[config.mk]
export PLATFORM = sky130hd
export DESIGN_NAME = text_periph
export DESIGN_NICKNAME = d
export VERILOG_FILES = /design/src/rtl/text_periph_pkg.sv /design/src/rtl/uart_fifo.sv /design/src/rtl/text_periph.sv
export SDC_FILE = /design/constraint.sdc
export NUM_CORES = 1
export LEC_CHECK = 0
export CORE_MARGIN = 2
export CORE_UTILIZATION = 45
export CTS_BUF_LIST = sky130_fd_sc_hd__clkbuf_8
export DETAILED_ROUTE_END_ITERATION = 8
export PLACE_DENSITY_LB_ADDON = 0.15
export SETUP_SLACK_MARGIN = 0.15
export SLEW_MARGIN = 15
export SYNTH_ARGS = -nofsm -noshare
export SYNTH_HDL_FRONTEND = slang
export SYNTH_SLANG_ARGS = --single-unit
[constraint.sdc]
create_clock -name i_cpu_clk -period 3.95 [get_ports i_cpu_clk]
set_clock_uncertainty 0.1 [all_clocks]
set_input_delay 0.9875 -clock i_cpu_clk [delete_from_list [all_inputs] [get_ports i_cpu_clk]]
set_output_delay 0.9875 -clock i_cpu_clk [all_outputs]
set_load 0.1 [all_outputs]
[src/rtl/text_periph_pkg.sv]
// Shared constants, register map and UART state encoding for the text_periph peripheral.
package text_periph_pkg;

    localparam logic [3:0] OFS_DATA   = 4'h0;
    localparam logic [3:0] OFS_STATUS = 4'h1;
    localparam logic [3:0] OFS_DIV    = 4'h2;
    localparam logic [3:0] OFS_IRQEN  = 4'h3;

    localparam int ST_TX_FULL     = 0;
    localparam int ST_TX_EMPTY    = 1;
    localparam int ST_RX_NONEMPTY = 2;
    localparam int ST_RX_FULL     = 3;
    localparam int ST_TX_OVF      = 4;
    localparam int ST_RX_OVF      = 5;
    localparam int ST_TX_BUSY     = 6;
    localparam int ST_FRAME_ERR   = 7;

    localparam logic [15:0] DIV_MIN = 16'd3;

    typedef enum logic [1:0] {
        IDLE  = 2'd0,
        START = 2'd1,
        DATA  = 2'd2,
        STOP  = 2'd3
    } uart_state_t;

    function automatic logic [15:0] clamp_div(input logic [15:0] div);
        return (div < DIV_MIN) ? DIV_MIN : div;
    endfunction

endpackage

[src/rtl/uart_fifo.sv]
// Synchronous 8-bit FIFO; a push to a full FIFO is accepted only when a pop happens in the same cycle.
module uart_fifo #(
    parameter int DEPTH = 16
) (
    input  logic                     i_cpu_clk,
    input  logic                     i_rst,
    input  logic                     push,
    input  logic                     pop,
    input  logic [7:0]               wr_data,
    output logic [7:0]               rd_data,
    output logic                     full,
    output logic                     empty,
    output logic [$clog2(DEPTH):0]   count
);

    localparam int PTR_W = $clog2(DEPTH);
    localparam int CNT_W = PTR_W + 1;
    localparam logic [CNT_W-1:0] FULL_CNT = CNT_W'(DEPTH);

    logic [7:0]       mem [DEPTH];
    logic [PTR_W-1:0] wr_ptr;
    logic [PTR_W-1:0] rd_ptr;
    logic             do_push;
    logic             do_pop;

    assign full    = (count == FULL_CNT);
    assign empty   = (count == '0);
    assign do_pop  = pop & ~empty;
    assign do_push = push & (~full | do_pop);
    assign rd_data = mem[rd_ptr];

    always_ff @(posedge i_cpu_clk) begin
        if (do_push) begin
            mem[wr_ptr] <= wr_data;
        end
    end

    // Pointers are exactly log2(DEPTH) wide so they wrap naturally.
    always_ff @(posedge i_cpu_clk or posedge i_rst) begin
        if (i_rst) begin
            wr_ptr <= '0;
            rd_ptr <= '0;
            count  <= '0;
        end else begin
            if (do_push) begin
                wr_ptr <= wr_ptr + 1'b1;
            end
            if (do_pop) begin
                rd_ptr <= rd_ptr + 1'b1;
            end
            case ({do_push, do_pop})
                2'b10:   count <= count + 1'b1;
                2'b01:   count <= count - 1'b1;
                default: count <= count;
            endcase
        end
    end

endmodule

[src/rtl/text_periph.sv]
// Memory-mapped 8N1 UART text peripheral. Define TEXT_PERIPH_RX_EN to build the receive path
// (synchroniser, RX FSM, RX FIFO); without it the block is transmit-only.
module text_periph
    import text_periph_pkg::*;
#(
    parameter int               DATA_W        = 32,
    parameter logic [DATA_W-1:0] BASE_ADDR    = 32'hFFFF_FF00,
    parameter int               FIFO_DEPTH    = 16,
    parameter logic [15:0]      CLK_DIV_RESET = 16'd216
) (
    input  logic              i_rst,
    input  logic              i_cpu_clk,
    input  logic              i_bus_clk,
    input  logic              i_bus_we,
    input  logic [DATA_W-1:0] i_bus_addr,
    input  logic [DATA_W-1:0] i_bus_data,
    output logic [DATA_W-1:0] o_bus_data,
    output logic              o_bus_data_ready,
    output logic              o_uart_tx,
    input  logic              i_uart_rx,
    output logic              o_irq
);

    localparam int CNT_W = $clog2(FIFO_DEPTH) + 1;

    logic              bus_clk_q;
    logic              hit;
    logic              wr;
    logic              rd;
    logic [3:0]        ofs;
    logic [15:0]       divisor;
    logic [1:0]        irq_en;
    logic              tx_ovf;
    logic [7:0]        status;
    logic [15:0]       read_val;

    logic              tx_push_req;
    logic              tx_pop;
    logic [7:0]        tx_head;
    logic              tx_full;
    logic              tx_empty;
    logic [CNT_W-1:0]  tx_count;

    uart_state_t       tx_state, tx_state_n;
    logic [15:0]       tx_cnt, tx_cnt_n;
    logic [15:0]       tx_div, tx_div_n;
    logic [2:0]        tx_bit, tx_bit_n;
    logic [7:0]        tx_shreg, tx_shreg_n;
    logic              tx_line, tx_line_n;
    logic              tx_bit_end;
    logic              tx_load;
    logic              tx_busy;

    logic              rx_nonempty;
    logic              rx_full;
    logic              rx_ovf;
    logic              frame_err;
    logic [7:0]        rx_data;
    logic              unused_ok;

    assign ofs         = i_bus_addr[3:0];
    assign hit         = i_bus_clk & ~bus_clk_q
                       & (i_bus_addr[DATA_W-1:4] == BASE_ADDR[DATA_W-1:4]);
    assign wr          = hit & i_bus_we;
    assign rd          = hit & ~i_bus_we;
    assign tx_push_req = wr & (ofs == OFS_DATA);
    assign tx_busy     = (tx_state != IDLE);
    assign o_uart_tx   = tx_line;

    uart_fifo #(.DEPTH(FIFO_DEPTH)) u_tx_fifo (
        .i_cpu_clk (i_cpu_clk),
        .i_rst     (i_rst),
        .push      (tx_push_req),
        .pop       (tx_pop),
        .wr_data   (i_bus_data[7:0]),
        .rd_data   (tx_head),
        .full      (tx_full),
        .empty     (tx_empty),
        .count     (tx_count)
    );

    always_comb begin
        status                 = '0;
        status[ST_TX_FULL]     = tx_full;
        status[ST_TX_EMPTY]    = tx_empty;
        status[ST_RX_NONEMPTY] = rx_nonempty;
        status[ST_RX_FULL]     = rx_full;
        status[ST_TX_OVF]      = tx_ovf;
        status[ST_RX_OVF]      = rx_ovf;
        status[ST_TX_BUSY]     = tx_busy;
        status[ST_FRAME_ERR]   = frame_err;
    end

    always_comb begin
        read_val = '0;
        case (ofs)
            OFS_DATA:   read_val = {8'h00, rx_data};
            OFS_STATUS: read_val = {8'h00, status};
            OFS_DIV:    read_val = divisor;
            OFS_IRQEN:  read_val = {14'd0, irq_en};
            default:    read_val = '0;
        endcase
    end

    // Bus response, control registers and the TX overflow sticky bit; a set wins over a clear.
    always_ff @(posedge i_cpu_clk or posedge i_rst) begin
        if (i_rst) begin
            bus_clk_q        <= 1'b0;
            o_bus_data_ready <= 1'b0;
            o_bus_data       <= '0;
            divisor          <= CLK_DIV_RESET;
            irq_en           <= '0;
            tx_ovf           <= 1'b0;
            o_irq            <= 1'b0;
        end else begin
            bus_clk_q        <= i_bus_clk;
            o_bus_data_ready <= hit;
            if (rd) begin
                o_bus_data <= DATA_W'(read_val);
            end
            if (wr && ofs == OFS_DIV) begin
                divisor <= clamp_div(i_bus_data[15:0]);
            end
            if (wr && ofs == OFS_IRQEN) begin
                irq_en <= i_bus_data[1:0];
            end
            if (wr && ofs == OFS_STATUS && i_bus_data[ST_TX_OVF]) begin
                tx_ovf <= 1'b0;
            end
            if (tx_push_req && tx_full && !tx_pop) begin
                tx_ovf <= 1'b1;
            end
            o_irq <= (irq_en[0] & rx_nonempty) | (irq_en[1] & tx_empty & ~tx_busy);
        end
    end

    assign tx_bit_end = (tx_cnt == tx_div);
    assign tx_load    = ~tx_empty & ((tx_state == IDLE) | ((tx_state == STOP) & tx_bit_end));

    always_ff @(posedge i_cpu_clk or posedge i_rst) begin
        if (i_rst) begin
            tx_state <= IDLE;
            tx_cnt   <= '0;
            tx_div   <= '0;
            tx_bit   <= '0;
            tx_shreg <= '0;
            tx_line  <= 1'b1;
        end else begin
            tx_state <= tx_state_n;
            tx_cnt   <= tx_cnt_n;
            tx_div   <= tx_div_n;
            tx_bit   <= tx_bit_n;
            tx_shreg <= tx_shreg_n;
            tx_line  <= tx_line_n;
        end
    end

    always_comb begin
        tx_state_n = tx_state;
        tx_cnt_n   = tx_cnt + 16'd1;
        tx_div_n   = tx_div;
        tx_bit_n   = tx_bit;
        tx_shreg_n = tx_shreg;
        case (tx_state)
            IDLE: begin
                tx_cnt_n = '0;
                if (tx_load) begin
                    tx_state_n = START;
                    tx_shreg_n = tx_head;
                    tx_div_n   = divisor;
                end
            end
            START: begin
                if (tx_bit_end) begin
                    tx_cnt_n   = '0;
                    tx_bit_n   = '0;
                    tx_state_n = DATA;
                end
            end
            DATA: begin
                if (tx_bit_end) begin
                    tx_cnt_n = '0;
                    if (tx_bit == 3'd7) begin
                        tx_state_n = STOP;
                    end else begin
                        tx_bit_n   = tx_bit + 3'd1;
                        tx_shreg_n = {1'b0, tx_shreg[7:1]};
                    end
                end
            end
            STOP: begin
                if (tx_bit_end) begin
                    tx_cnt_n = '0;
                    if (tx_load) begin
                        tx_state_n = START;
                        tx_shreg_n = tx_head;
                        tx_div_n   = divisor;
                    end else begin
                        tx_state_n = IDLE;
                    end
                end
            end
            default: tx_state_n = IDLE;
        endcase
    end

    // The line is registered from the next state so it changes in step with the FSM and never glitches.
    always_comb begin
        tx_pop = tx_load;
        case (tx_state_n)
            START:   tx_line_n = 1'b0;
            DATA:    tx_line_n = tx_shreg_n[0];
            default: tx_line_n = 1'b1;
        endcase
    end

`ifdef TEXT_PERIPH_RX_EN
    logic              rx_meta;
    logic              rx_sync;
    logic              rx_prev;
    logic              rx_pop;
    logic              rx_push;
    logic              frame_set;
    logic [7:0]        rx_head;
    logic              rx_empty;
    logic [CNT_W-1:0]  rx_count;
    logic              rx_sample;
    logic [16:0]       rx_div_p1;

    uart_state_t       rx_state, rx_state_n;
    logic [15:0]       rx_cnt, rx_cnt_n;
    logic [15:0]       rx_div, rx_div_n;
    logic [2:0]        rx_bit, rx_bit_n;
    logic [7:0]        rx_shreg, rx_shreg_n;

    assign rx_pop      = rd & (ofs == OFS_DATA);
    assign rx_nonempty = ~rx_empty;
    assign rx_data     = rx_empty ? 8'h00 : rx_head;
    assign rx_div_p1   = {1'b0, rx_div} + 17'd1;
    assign rx_sample   = (rx_state == START) ? (rx_cnt == rx_div_p1[16:1]) : (rx_cnt == rx_div);
    assign unused_ok   = ^{tx_count, rx_count, i_bus_data[DATA_W-1:16]};

    uart_fifo #(.DEPTH(FIFO_DEPTH)) u_rx_fifo (
        .i_cpu_clk (i_cpu_clk),
        .i_rst     (i_rst),
        .push      (rx_push),
        .pop       (rx_pop),
        .wr_data   (rx_shreg),
        .rd_data   (rx_head),
        .full      (rx_full),
        .empty     (rx_empty),
        .count     (rx_count)
    );

    always_ff @(posedge i_cpu_clk or posedge i_rst) begin
        if (i_rst) begin
            rx_meta   <= 1'b1;
            rx_sync   <= 1'b1;
            rx_prev   <= 1'b1;
            rx_state  <= IDLE;
            rx_cnt    <= '0;
            rx_div    <= '0;
            rx_bit    <= '0;
            rx_shreg  <= '0;
            rx_ovf    <= 1'b0;
            frame_err <= 1'b0;
        end else begin
            rx_meta  <= i_uart_rx;
            rx_sync  <= rx_meta;
            rx_prev  <= rx_sync;
            rx_state <= rx_state_n;
            rx_cnt   <= rx_cnt_n;
            rx_div   <= rx_div_n;
            rx_bit   <= rx_bit_n;
            rx_shreg <= rx_shreg_n;
            if (wr && ofs == OFS_STATUS && i_bus_data[ST_RX_OVF]) begin
                rx_ovf <= 1'b0;
            end
            if (wr && ofs == OFS_STATUS && i_bus_data[ST_FRAME_ERR]) begin
                frame_err <= 1'b0;
            end
            if (rx_push && rx_full && !rx_pop) begin
                rx_ovf <= 1'b1;
            end
            if (frame_set) begin
                frame_err <= 1'b1;
            end
        end
    end

    always_comb begin
        rx_state_n = rx_state;
        rx_cnt_n   = rx_cnt + 16'd1;
        rx_div_n   = rx_div;
        rx_bit_n   = rx_bit;
        rx_shreg_n = rx_shreg;
        case (rx_state)
            IDLE: begin
                rx_cnt_n = '0;
                if (rx_prev && !rx_sync) begin
                    rx_state_n = START;
                    rx_div_n   = divisor;
                end
            end
            START: begin
                if (rx_sample) begin
                    rx_cnt_n   = '0;
                    rx_bit_n   = '0;
                    rx_state_n = rx_sync ? IDLE : DATA;
                end
            end
            DATA: begin
                if (rx_sample) begin
                    rx_cnt_n   = '0;
                    rx_shreg_n = {rx_sync, rx_shreg[7:1]};
                    if (rx_bit == 3'd7) begin
                        rx_state_n = STOP;
                    end else begin
                        rx_bit_n = rx_bit + 3'd1;
                    end
                end
            end
            STOP: begin
                if (rx_sample) begin
                    rx_cnt_n   = '0;
                    rx_state_n = IDLE;
                end
            end
            default: rx_state_n = IDLE;
        endcase
    end

    always_comb begin
        rx_push   = (rx_state == STOP) & rx_sample & rx_sync;
        frame_set = (rx_state == STOP) & rx_sample & ~rx_sync;
    end
`else
    assign rx_nonempty = 1'b0;
    assign rx_full     = 1'b0;
    assign rx_ovf      = 1'b0;
    assign frame_err   = 1'b0;
    assign rx_data     = 8'h00;
    assign unused_ok   = ^{tx_count, i_uart_rx, i_bus_data[DATA_W-1:16],
                           i_bus_data[ST_RX_OVF], i_bus_data[ST_FRAME_ERR]};
`endif

endmodule

==> metrics.yaml, run 1 <==
outcome: "complete, no violations"
reg2reg_from: "bus_clk_q$_DFF_PP0_"
p_per_area_mw_per_mm2: 406
slowest_stage: "or4_4"
max_cap_violations: 0
ys_types: 48
dr.first_iter.drc_count: 398
hold_violations: 0
crit_chain: "clkdlybuf4s50_1, nand4_1, nor4_1, buf_4, nand3_2, or4_4, a21oi_4, inv_2, ha_4, inv_4, fa_2, inv_2, a21o_1, a21oi_2, xnor2_1, nor2_1, xor2_1"
place.gp.congestion: 0.772
crit_family: "simple AND/OR/NAND/NOR gates"
cp_num_buf_inv: 5
clk_path_buf_depth: 3
wl_per_cell_um: 18.7
die_height_um: 151
die_area_sq_mm: 0.0228
diodes: 0
final_core_util_pct: 56.7
slew_headroom_pct: 32.7
clk_latency_ps: 540
cts_tree: "yes"
drive_gt1_share_pct: 21.3
finalSetupViolCount: 0
end_kind: "flip-flop"
max_freq_mhz: 278
die_w_um: 151
crit_required_ps: 4260
syn_avg_cell_area_sq_um: 14.1
netlist_area_sq_mm: 0.00972
rows: 53
netlist_instances: 689
boundaryPins: 104
total_leakage_power_uw: 0.00487
startpoint: "i_bus_addr[26]"
arrival_ps: 3900
whs_ps: 378
drv_slew: 0
clk_pin_slew_ps: 60
overflow: 0
final_nets: 901
vias: 5974
fp.coreArea_sq_mm: 0.0211
dp_slack_ps: -377
viasPerCell: 5.31
grtUsageTotal_pct: 19.3
final_antenna_net_count: 0
syn_to_final_growth_pct: 23.1
clkSinkCount: 225
cpPeakStageDelay_ps: 520
yosys_warnings: 0
critPathMostFrequentCell: "inv_2"
grt_pass1_wl_mm: 33.4
cts_buffers: 39
grt_max_degree: 53
drc_errors: 0
root_buffer: "clkbuf_8"
dr.pass1.iters: 5
min_period_over_period_pct: 90.9
critPathMaxFanout: 4
portBuffers: 70
tightest_slew_ps: 1010
grt_pass1_vias: 6192
hpwl_mm: 14.4
routed_wl_mm: 21.0
fin_crit_ps: 3590
ys_seq_area_share_pct: 64.6
ir_drop_v: 0.000281
ctsHtreeMaxLevel: 2
setup_ws_ps: 358
rsz0062_at_grt: "false"
critPathLaunchType: "input port"
synth-seq-cells: 225
start_util_pct: 46.1
ys_async_sr_fraction_pct: 43.1
crit_type: "input port to flip-flop"
min-delay-start: "tx_shreg[5]$_DFFE_PP0P_"
hold_class: "flip-flop to flip-flop"
synth-edff-count: 128
synth_ff_type: "edfxtp_1"
antenna_found_initial: 0
==> cell type report <==
class / instances / area (sq um)
Tap cell: 275 / 344
Fill cell: 1676 / 9130
Sequential cell: 225 / 6280
Multi-Input combinational cell: 421 / 3250
Timing Repair Buffer: 118 / 1280
Inverter: 14 / 57.6
Clock buffer: 41 / 564
Clock inverter: 31 / 188
==> per-stage QoR <==
stage | std cells | TNS, ps | total power, uW | cell area [sq um]
after global routing | 1125 | 0 | 5050 | 12000
after CTS | 1122 | 0 | 4920 | 11900
final | 1125 | 0 | 4860 | 12000
after detailed placement | 1050 | -4650 | 2880 | 11200
after floorplan | 704 | -71.7 | 2760 | 9820
after global placement | 1050 | -3950 | 2870 | 11200
==> where the power goes <==
group | internal, uW | switching (uW) | total [uW]
clock network | 1100 | 934 | 2030
registers | 2500 | 17.1 | 2520
logic | 106 | 204 | 310
total | 3710 | 1160 | 4860
==> synthesized netlist by cell type, drive strengths merged, types with 4 or more instances <==
library cell | number | share of area (%)
edfxtp | 128 | 40
o21ai | 26 | 1.3
o31ai | 6 | 0.46
mux4 | 36 | 8.3
and3 | 15 | 0.97
a211oi | 10 | 0.90
nor4 | 11 | 0.86
mux2i | 5 | 0.52
nor2 | 33 | 1.3
buf | 23 | 1.6
dfstp | 5 | 1.4
xnor2 | 11 | 0.99
nor2b | 4 | 0.26
mux2 | 19 | 2.2
a21oi | 5 | 0.37
nor3 | 4 | 0.21
a22o | 4 | 0.36
dfrtp | 92 | 24
ha | 12 | 1.5
nand2 | 107 | 4.1
inv | 14 | 0.54
nand4 | 13 | 0.84
xor2 | 31 | 2.8
a22oi | 7 | 0.54
nand3 | 9 | 0.46
and2 | 9 | 0.58
clkbuf | 21 | 0.81
a21o | 5 | 0.39
==> state kept, by name, summed over array words and instances (netlist names), 4 cells and up <==
name,flops
o_bus_data,16
tx_shreg,8
u_tx_fifo.mem,128
u_tx_fifo.wr_ptr,4
tx_cnt,16
u_tx_fifo.rd_ptr,4
divisor,16
u_tx_fifo.count,5
tx_div,16
==> kinds of logic (layout without fill, tap and decap cells) <==
family / after synthesis / after routing / share of synthesized area (%)
other: 1 / 16 / 0.0386
AO/OA/AOI/OAI: 74 / 74 / 5.37
AND/OR/NAND/NOR: 216 / 216 / 10.5
adder cells (fa/ha/maj): 13 / 13 / 1.75
multiplexers: 60 / 60 / 11.1
flip-flops: 225 / 225 / 64.6
buffers and inverters: 58 / 204 / 2.94
XOR/XNOR: 42 / 42 / 3.79
==> what timing repair did <==
item                       CTS  global route
setup buffers                0             3
gates resized for setup      0             5
setup endpoints to repair    0             2
hold buffers                 0             0
==> final timing paths <==
check                                            endpoint  slack (ps)  cells after the start
max                        u_tx_fifo.count[4]$_DFFE_PP0P_         360                     17
min                               tx_shreg[5]$_DFFE_PP0P_         380                      1
max reg2reg                u_tx_fifo.count[4]$_DFFE_PP0P_         590                     15
min reg2reg                       tx_shreg[5]$_DFFE_PP0P_         380                      1
max in group asynchronous          divisor[3]$_DFFE_PP1P_        2220                      3
min in group asynchronous          tx_div[13]$_DFFE_PP0P_         800                      2
==> metal layers <==
metal  wire (um)  track usage, %  vias up
li1            -               -     2779
met1        9410            26.9     3003
met2       10200            31.3      163
met3        1010            3.43       29
met4         436            5.79        0
met5           0               0        -
==> layout by cell type, fill, tap and decap left out, types with 4 or more instances in the layout <==
cell type        instances
a22oi_1                  7
a22o_1                   4
nand2_1                107
o31ai_1                  6
clkdlybuf4s50_1         66
dfrtp_1                 91
nor4_1                  10
nor2_1                  33
o21ai_0                 26
nand3_1                  8
clkinv_1                 4
nor3_1                   4
nor2b_1                  4
dfstp_2                  5
inv_1                   26
nand4_1                 13
a211oi_1                 9
edfxtp_1               128
a21o_1                   5
and2_1                   8
clkbuf_8                41
xor2_1                  31
xnor2_1                 11
mux4_2                  36
mux2_2                  19
ha_1                    10
mux2i_1                  5
conb_1                  16
clkinv_2                 5
buf_12                  17
buf_4                   32
and3_1                  15
Note: power is estimated with default switching activity, not from simulation.
==> run 2, diff against run 1 <==
--- a/config.mk
+++ b/config.mk
@@ -6,7 +6,7 @@
 export NUM_CORES = 1
 export LEC_CHECK = 0
 export CORE_MARGIN = 2
-export CORE_UTILIZATION = 45
+export CORE_UTILIZATION = 30
 export CTS_BUF_LIST = sky130_fd_sc_hd__clkbuf_8
 export DETAILED_ROUTE_END_ITERATION = 8
 export PLACE_DENSITY_LB_ADDON = 0.15
==> run 2 against run 1 <==
Global-route usage down 5.1 points. Power down 0.37%. Worst setup slack better by 31 ps. Clock-buffer cell count up 3. Via count up 1.1%. Design area up 1.5%. Critical path type unchanged. Largest cell class unchanged. Largest power group unchanged.
==> metrics.yaml, run 2 (same netlist as run 1, synthesis figures left out) <==
overflow: 0  # unchanged
rr_worst_depth: 15  # unchanged
grtUsageTotal_pct: 14.2  # was 19.3%
crit_type: "input port to flip-flop"  # unchanged
end_kind: "flip-flop"  # unchanged
clk_latency_ps: 540  # about the same
rows: 65  # was 53
p_int_uw: 3690  # was 3710 uW
max_freq_mhz: 281  # was 278 MHz
multiInputGateArea_sq_mm: 0.00325  # unchanged
crit_family: "simple AND/OR/NAND/NOR gates"  # unchanged
portBuffers: 70  # unchanged
clk_path_buf_depth: 3  # unchanged
hold_class: "flip-flop to flip-flop"  # unchanged
viasPerCell: 4.82  # was 5.31
cts_tree: "yes"  # unchanged
tightest_slew_ps: 1070  # was 1010 ps
final_nets: 906  # was 901
grt_pass1_vias: 6332  # was 6192
grt_pass1_wl_mm: 36.4  # was 33.4 mm
finalSetupViolCount: 0  # unchanged
p_per_area_mw_per_mm2: 399  # was 406 mW/mm^2
cp_num_buf_inv: 5  # unchanged
final_common_cell: "edfxtp_1"  # unchanged
final_core_util_pct: 38.3  # was 56.7%
cts_buffers: 39  # unchanged
combPwrFrac_pct: 6.7  # was 6.4%
grt_max_degree: 66  # was 53
vias: 6038  # was 5974
seqPwrFrac_pct: 52.0  # was 51.8%
wl_per_cell_um: 18.6  # was 18.7 um
layout_common_cells: "edfxtp_1, nand2_1, dfrtp_1"  # unchanged
critPathLaunchType: "input port"  # unchanged
dp_cells: 1183  # was 1050
nFillCells: 3024  # was 1676
min-delay-start: "tx_shreg[1]$_DFFE_PP0P_"  # was tx_shreg[5]$_DFFE_PP0P_
fin_cells: 1252  # was 1125
drc_errors: 0  # unchanged
dr.pass1.iters: 5  # unchanged
total_leakage_power_uw: 0.00488  # was 0.00487 uW
fin_crit_ps: 3560  # was 3590 ps
switching_power_uw: 1150  # was 1160 uW
root_buffer: "clkbuf_8"  # unchanged
die_area_sq_mm: 0.0338  # was 0.0228 sq mm
final_antenna_net_count: 0  # unchanged
clk_pin_slew_ps: 60  # about the same
routed_wl_mm: 23.3  # was 21.0 mm
crit_chain: "clkdlybuf4s50_1, nand4_1, nor4_1, buf_4, nand3_2, or4_4, a21oi_4, inv_2, ha_4, inv_4, fa_2, inv_1, a21o_1, a21oi_2, xnor2_1, nor2_1, xor2_1"  # was clkdlybuf4s50_1, nand4_1, nor4_1, buf_4, nand3_2, or4_4, a21oi_4, inv_2, ha_4, inv_4, fa_2, inv_2, a21o_1, a21oi_2, xnor2_1, nor2_1, xor2_1
start_util_pct: 30.6  # was 46.1%
diodes: 0  # unchanged
clkPwrFrac_pct: 41.3  # was 41.8%
switching_share_pct: 23.8  # about the same
whs_endpoint: "tx_shreg[1]$_DFFE_PP0P_"  # was tx_shreg[5]$_DFFE_PP0P_
max_cap_violations: 0  # unchanged
fin_setup_tns_ps: 0  # unchanged
slew_headroom_pct: 29.0  # was 32.7%
fp.coreArea_sq_mm: 0.0317  # was 0.0211 sq mm
cpPeakStageDelay_ps: 510  # was 520 ps
reg2reg_from: "bus_clk_q$_DFF_PP0_"  # unchanged
ctsHoldBuffers: 0  # unchanged
arrival_ps: 3870  # was 3900 ps
antenna_found_initial: 0  # unchanged
die_height_um: 184  # was 151 um
syn_to_final_growth_pct: 24.9  # was 23.1%
whs_ps: 385  # was 378 ps
dp_slack_ps: -372  # was -377 ps
crit_required_ps: 4260  # about the same
worstReg2RegEnd: "u_tx_fifo.count[4]$_DFFE_PP0P_"  # unchanged
min_period_over_period_pct: 90.2  # was 90.9%
hpwl_mm: 16.1  # was 14.4 mm
dr.first_iter.drc_count: 413  # was 398
largest_reg_flops: 128  # unchanged
hold_violations: 0  # unchanged
slowest_stage: "or4_4"  # unchanged
setup_ws_ps: 389  # was 358 ps
regArea_sq_mm: 0.00628  # unchanged
drv_slew: 0  # unchanged
clkSinkCount: 225  # unchanged
outcome: "complete, no violations"  # unchanged
boundaryPins: 104  # unchanged
die_w_um: 184  # was 151 um
drive_gt1_share_pct: 21.5  # was 21.3%
whs_path_depth: 1  # unchanged
r2r_setup_slack_ps: 640  # was 590 ps
rsz0062_at_grt: "false"  # unchanged
critPathMaxFanout: 4  # unchanged
top_register: "u_tx_fifo.mem"  # unchanged
ir_drop_v: 0.000177  # was 0.000281 V
place.gp.congestion: 0.754  # was 0.772
ctsHtreeMaxLevel: 2  # unchanged
[run 2: worst register-to-register path, cell delays in order, from the launching register on]
cell and delay (ps):
dfrtp_1 370, or4_4 540, nor4_4 250, nand3_2 120
or4_4 510, a21oi_4 140, inv_2 50, ha_4 180
inv_4 60, fa_2 180, inv_1 40, a21o_1 180
a21oi_2 150, xnor2_1 130, nor2_1 70, xor2_1 140
[run 2: repair_timing]
item,CTS,global route
endpoints found under the hold margin,0,0
gates resized for setup,0,4
endpoints found under the setup margin,0,2
setup buffers,0,2
[run 2: power by group through the flow]
stage	Sequential [uW]	Combinational (uW)	Clock (uW)
after floorplan	2550	202	0
after global placement	2560	320	0
after detailed placement	2560	327	0
after CTS	2520	327	2080
after global routing	2520	351	2180
final	2520	323	2000
[run 2: area by class of cell]
| cell class | instances | share of cell area (%) |
|---|---|---|
| clock buffer | 44 | 4.99 |
| multi-input combinational | 421 | 26.8 |
| inverter | 14 | 0.474 |
| clock inverter | 23 | 1.05 |
| tap | 402 | 4.14 |
| timing repair buffer | 123 | 10.8 |
| sequential | 225 | 51.7 |
[run 2: through the flow]
| step | cell area, sq um | total power, uW |
|---|---|---|
| 2_1_floorplan | 9820 | 2760 |
| 3_3_place_gp | 11400 | 2880 |
| 3_5_place_dp | 11400 | 2890 |
| 4_1_cts | 12100 | 4920 |
| 5_1_grt | 12100 | 5060 |
| 6_report | 12100 | 4840 |
[run 2: worst max path at each step]
stage,startpoint,end,slack [ps],depth (start not counted)
after floorplan,i_bus_addr[5],u_tx_fifo.count[4]$_DFFE_PP0P_,-70,16
after global placement,i_bus_addr[5],u_tx_fifo.count[4]$_DFFE_PP0P_,-350,16
after detailed placement,i_bus_addr[5],u_tx_fifo.count[4]$_DFFE_PP0P_,-370,16
after CTS,i_bus_addr[5],u_tx_fifo.count[4]$_DFFE_PP0P_,200,16
after global routing,i_bus_addr[30],u_tx_fifo.count[4]$_DFFE_PP0P_,220,17
final,i_bus_addr[30],u_tx_fifo.count[4]$_DFFE_PP0P_,390,17
[run 2: routing by layer]
metal / vias up / track usage [%] / wire length, um
met3: 37 / 2.79 / 1150
met5: - / 0 / 0
met1: 3062 / 19.2 / 10400
met4: 0 / 4.42 / 510
met2: 159 / 23.0 / 11300
li1: 2780 / - / -
==> run 3, diff against run 2 <==
--- a/config.mk
+++ b/config.mk
@@ -5,10 +5,12 @@
 export SDC_FILE = /design/constraint.sdc
 export NUM_CORES = 1
 export LEC_CHECK = 0
+export CAP_MARGIN = 5
 export CORE_MARGIN = 2
 export CORE_UTILIZATION = 30
 export CTS_BUF_LIST = sky130_fd_sc_hd__clkbuf_8
 export DETAILED_ROUTE_END_ITERATION = 8
+export MAX_ROUTING_LAYER = met4
 export PLACE_DENSITY_LB_ADDON = 0.15
 export SETUP_SLACK_MARGIN = 0.15
 export SLEW_MARGIN = 15
==> run 3 against run 2 <==
Critical path depth unchanged. Largest power group unchanged. Utilization unchanged. Clock-buffer cell count unchanged. Non-clock buffer count unchanged. Via count decreased by 0.43%. Critical path type unchanged. Register-to-register slack about the same. Worst setup slack got worse by 7.9 ps. Design area unchanged. Clock power about the same. Sequential power about the same. First-iteration DRC count increased by 4.6%. Final cell count unchanged.
==> metrics.yaml, run 3 (same netlist as run 1, synthesis figures left out) <==
portBuffers: 70  # unchanged
final_common_cell: "edfxtp_1"  # unchanged
clk_path_buf_depth: 3  # unchanged
wl_per_cell_um: 18.7  # was 18.6 um
min-delay-start: "tx_shreg[1]$_DFFE_PP0P_"  # unchanged
hold_violations: 0  # unchanged
finalSetupViolCount: 0  # unchanged
fp.coreArea_sq_mm: 0.0317  # unchanged
outcome: "complete, no violations"  # unchanged
slew_headroom_pct: 28.3  # was 29.0%
cts_buffers: 39  # unchanged
cp_num_buf_inv: 5  # unchanged
top_register: "u_tx_fifo.mem"  # unchanged
critPathMaxFanout: 4  # unchanged
worstReg2RegEnd: "u_tx_fifo.count[4]$_DFFE_PP0P_"  # unchanged
largest_reg_flops: 128  # unchanged
layout_common_cells: "edfxtp_1, nand2_1, dfrtp_1"  # unchanged
slowest_stage: "or4_4"  # unchanged
critPathLaunchType: "input port"  # unchanged
max_freq_mhz: 280  # was 281 MHz
die_area_sq_mm: 0.0338  # unchanged
end_kind: "flip-flop"  # unchanged
rr_worst_depth: 15  # unchanged
crit_chain: "clkdlybuf4s50_1, nand4_1, nor4_1, buf_4, nand3_2, or4_4, a21oi_4, inv_2, ha_4, inv_4, fa_2, inv_1, a21o_1, a21oi_2, xnor2_1, nor2_1, xor2_1"  # unchanged
total_leakage_power_uw: 0.00488  # unchanged
tightest_slew_ps: 1070  # about the same
drv_slew: 0  # unchanged
arrival_ps: 3880  # was 3870 ps
crit_required_ps: 4260  # about the same
drive_gt1_share_pct: 21.5  # unchanged
die_height_um: 184  # unchanged
overflow: 0  # unchanged
diodes: 0  # unchanged
rsz0062_at_grt: "false"  # unchanged
whs_endpoint: "tx_shreg[1]$_DFFE_PP0P_"  # unchanged
nFillCells: 3024  # unchanged
hpwl_mm: 16.1  # unchanged
min_period_over_period_pct: 90.4  # was 90.2%
crit_family: "simple AND/OR/NAND/NOR gates"  # unchanged
root_buffer: "clkbuf_8"  # unchanged
reg2reg_from: "bus_clk_q$_DFF_PP0_"  # unchanged
grt_pass1_wl_mm: 36.5  # was 36.4 mm
routed_wl_mm: 23.4  # was 23.3 mm
seqPwrFrac_pct: 52.0  # about the same
hold_class: "flip-flop to flip-flop"  # unchanged
final_core_util_pct: 38.3  # unchanged
final_antenna_net_count: 0  # unchanged
grtUsageTotal_pct: 14.6  # was 14.2%
ctsHtreeMaxLevel: 2  # unchanged
rows: 65  # unchanged
die_w_um: 184  # unchanged
crit_type: "input port to flip-flop"  # unchanged
fin_setup_tns_ps: 0  # unchanged
ctsHoldBuffers: 0  # unchanged
switching_power_uw: 1150  # about the same
grt_pass1_vias: 6325  # was 6332
p_int_uw: 3690  # about the same
max_cap_violations: 0  # unchanged
place.gp.congestion: 0.764  # was 0.754
boundaryPins: 104  # unchanged
antenna_found_initial: 0  # unchanged
dr.pass1.iters: 5  # unchanged
cts_tree: "yes"  # unchanged
final_nets: 906  # unchanged
clk_pin_slew_ps: 60  # about the same
dp_cells: 1183  # unchanged
whs_path_depth: 1  # unchanged
clkPwrFrac_pct: 41.3  # about the same
viasPerCell: 4.80  # was 4.82
p_per_area_mw_per_mm2: 399  # about the same
drc_errors: 0  # unchanged
cpPeakStageDelay_ps: 510  # about the same
syn_to_final_growth_pct: 24.9  # unchanged
p_total_uw: 4850  # was 4840 uW
grt_max_degree: 66  # unchanged
clkSinkCount: 225  # unchanged
fin_crit_ps: 3570  # was 3560 ps
combPwrFrac_pct: 6.7  # about the same
r2r_setup_slack_ps: 640  # about the same
fin_cells: 1252  # unchanged
vias: 6012  # was 6038
ir_drop_v: 0.000175  # was 0.000177 V
switching_share_pct: 23.8  # about the same
clk_latency_ps: 540  # about the same
dr.first_iter.drc_count: 432  # was 413
whs_ps: 389  # was 385 ps
start_util_pct: 30.6  # unchanged
[run 3: cell counts in the layout (fill, tap and decap cells not counted)]
Identical to the previous run, type by type.
[run 3: repair_timing]
item / in CTS / in global routing
endpoints found under the setup margin: 0 / 2
resized for setup: 0 / 4
setup buffers: 0 / 2
[run 3: worst max path at each step]
stage	from	end	slack, ps	depth (start not counted)
2_1_floorplan	i_bus_addr[5]	u_tx_fifo.count[4]$_DFFE_PP0P_	-70	16
3_3_place_gp	i_bus_addr[5]	u_tx_fifo.count[4]$_DFFE_PP0P_	-350	16
3_5_place_dp	i_bus_addr[5]	u_tx_fifo.count[4]$_DFFE_PP0P_	-370	16
4_1_cts	i_bus_addr[5]	u_tx_fifo.count[4]$_DFFE_PP0P_	200	16
5_1_grt	i_bus_addr[30]	u_tx_fifo.count[4]$_DFFE_PP0P_	220	17
6_report	i_bus_addr[30]	u_tx_fifo.count[4]$_DFFE_PP0P_	380	17
[run 3: final cells by class]
class / instances / area, sq um / area share, %
Timing Repair Buffer: 123 / 1320 / 10.8
Multi-Input combinational cell: 421 / 3250 / 26.8
Sequential cell: 225 / 6280 / 51.7
Inverter: 14 / 57.6 / 0.474
Tap cell: 402 / 503 / 4.14
Clock buffer: 44 / 606 / 4.99
Clock inverter: 23 / 128 / 1.05
[run 3: power by group through the flow]
stage / Clock, uW / Combinational (uW) / Sequential [uW]
6_report: 2000 / 324 / 2520
3_3_place_gp: 0 / 320 / 2560
5_1_grt: 2190 / 351 / 2520
3_5_place_dp: 0 / 327 / 2560
4_1_cts: 2080 / 327 / 2520
2_1_floorplan: 0 / 202 / 2550
[run 3: worst reg2reg max path, cell delays in order, from the launching register on]
cell	delay, ps
dfrtp_1	370
or4_4	540
nor4_4	250
nand3_2	120
or4_4	510
a21oi_4	140
inv_2	50
ha_4	180
inv_4	60
fa_2	180
inv_1	40
a21o_1	180
a21oi_2	150
xnor2_1	130
nor2_1	70
xor2_1	140
[run 3: through the flow]
stage	cell area (sq um)	worst slack (ps)
5_1_grt	12100	219
6_report	12100	381
4_1_cts	12100	195
2_1_floorplan	9820	-71.7
3_3_place_gp	11400	-345
3_5_place_dp	11400	-372
[run 3: layer usage]
metal / GRT usage (%) / part of all wire (%) / vias up
met4: 4.42 / 2.1 / 0
met3: 2.65 / 4.7 / 35
met1: 19.4 / 45 / 3045
met5: - / 0 / -
met2: 23.0 / 48 / 149
li1: - / - / 2783
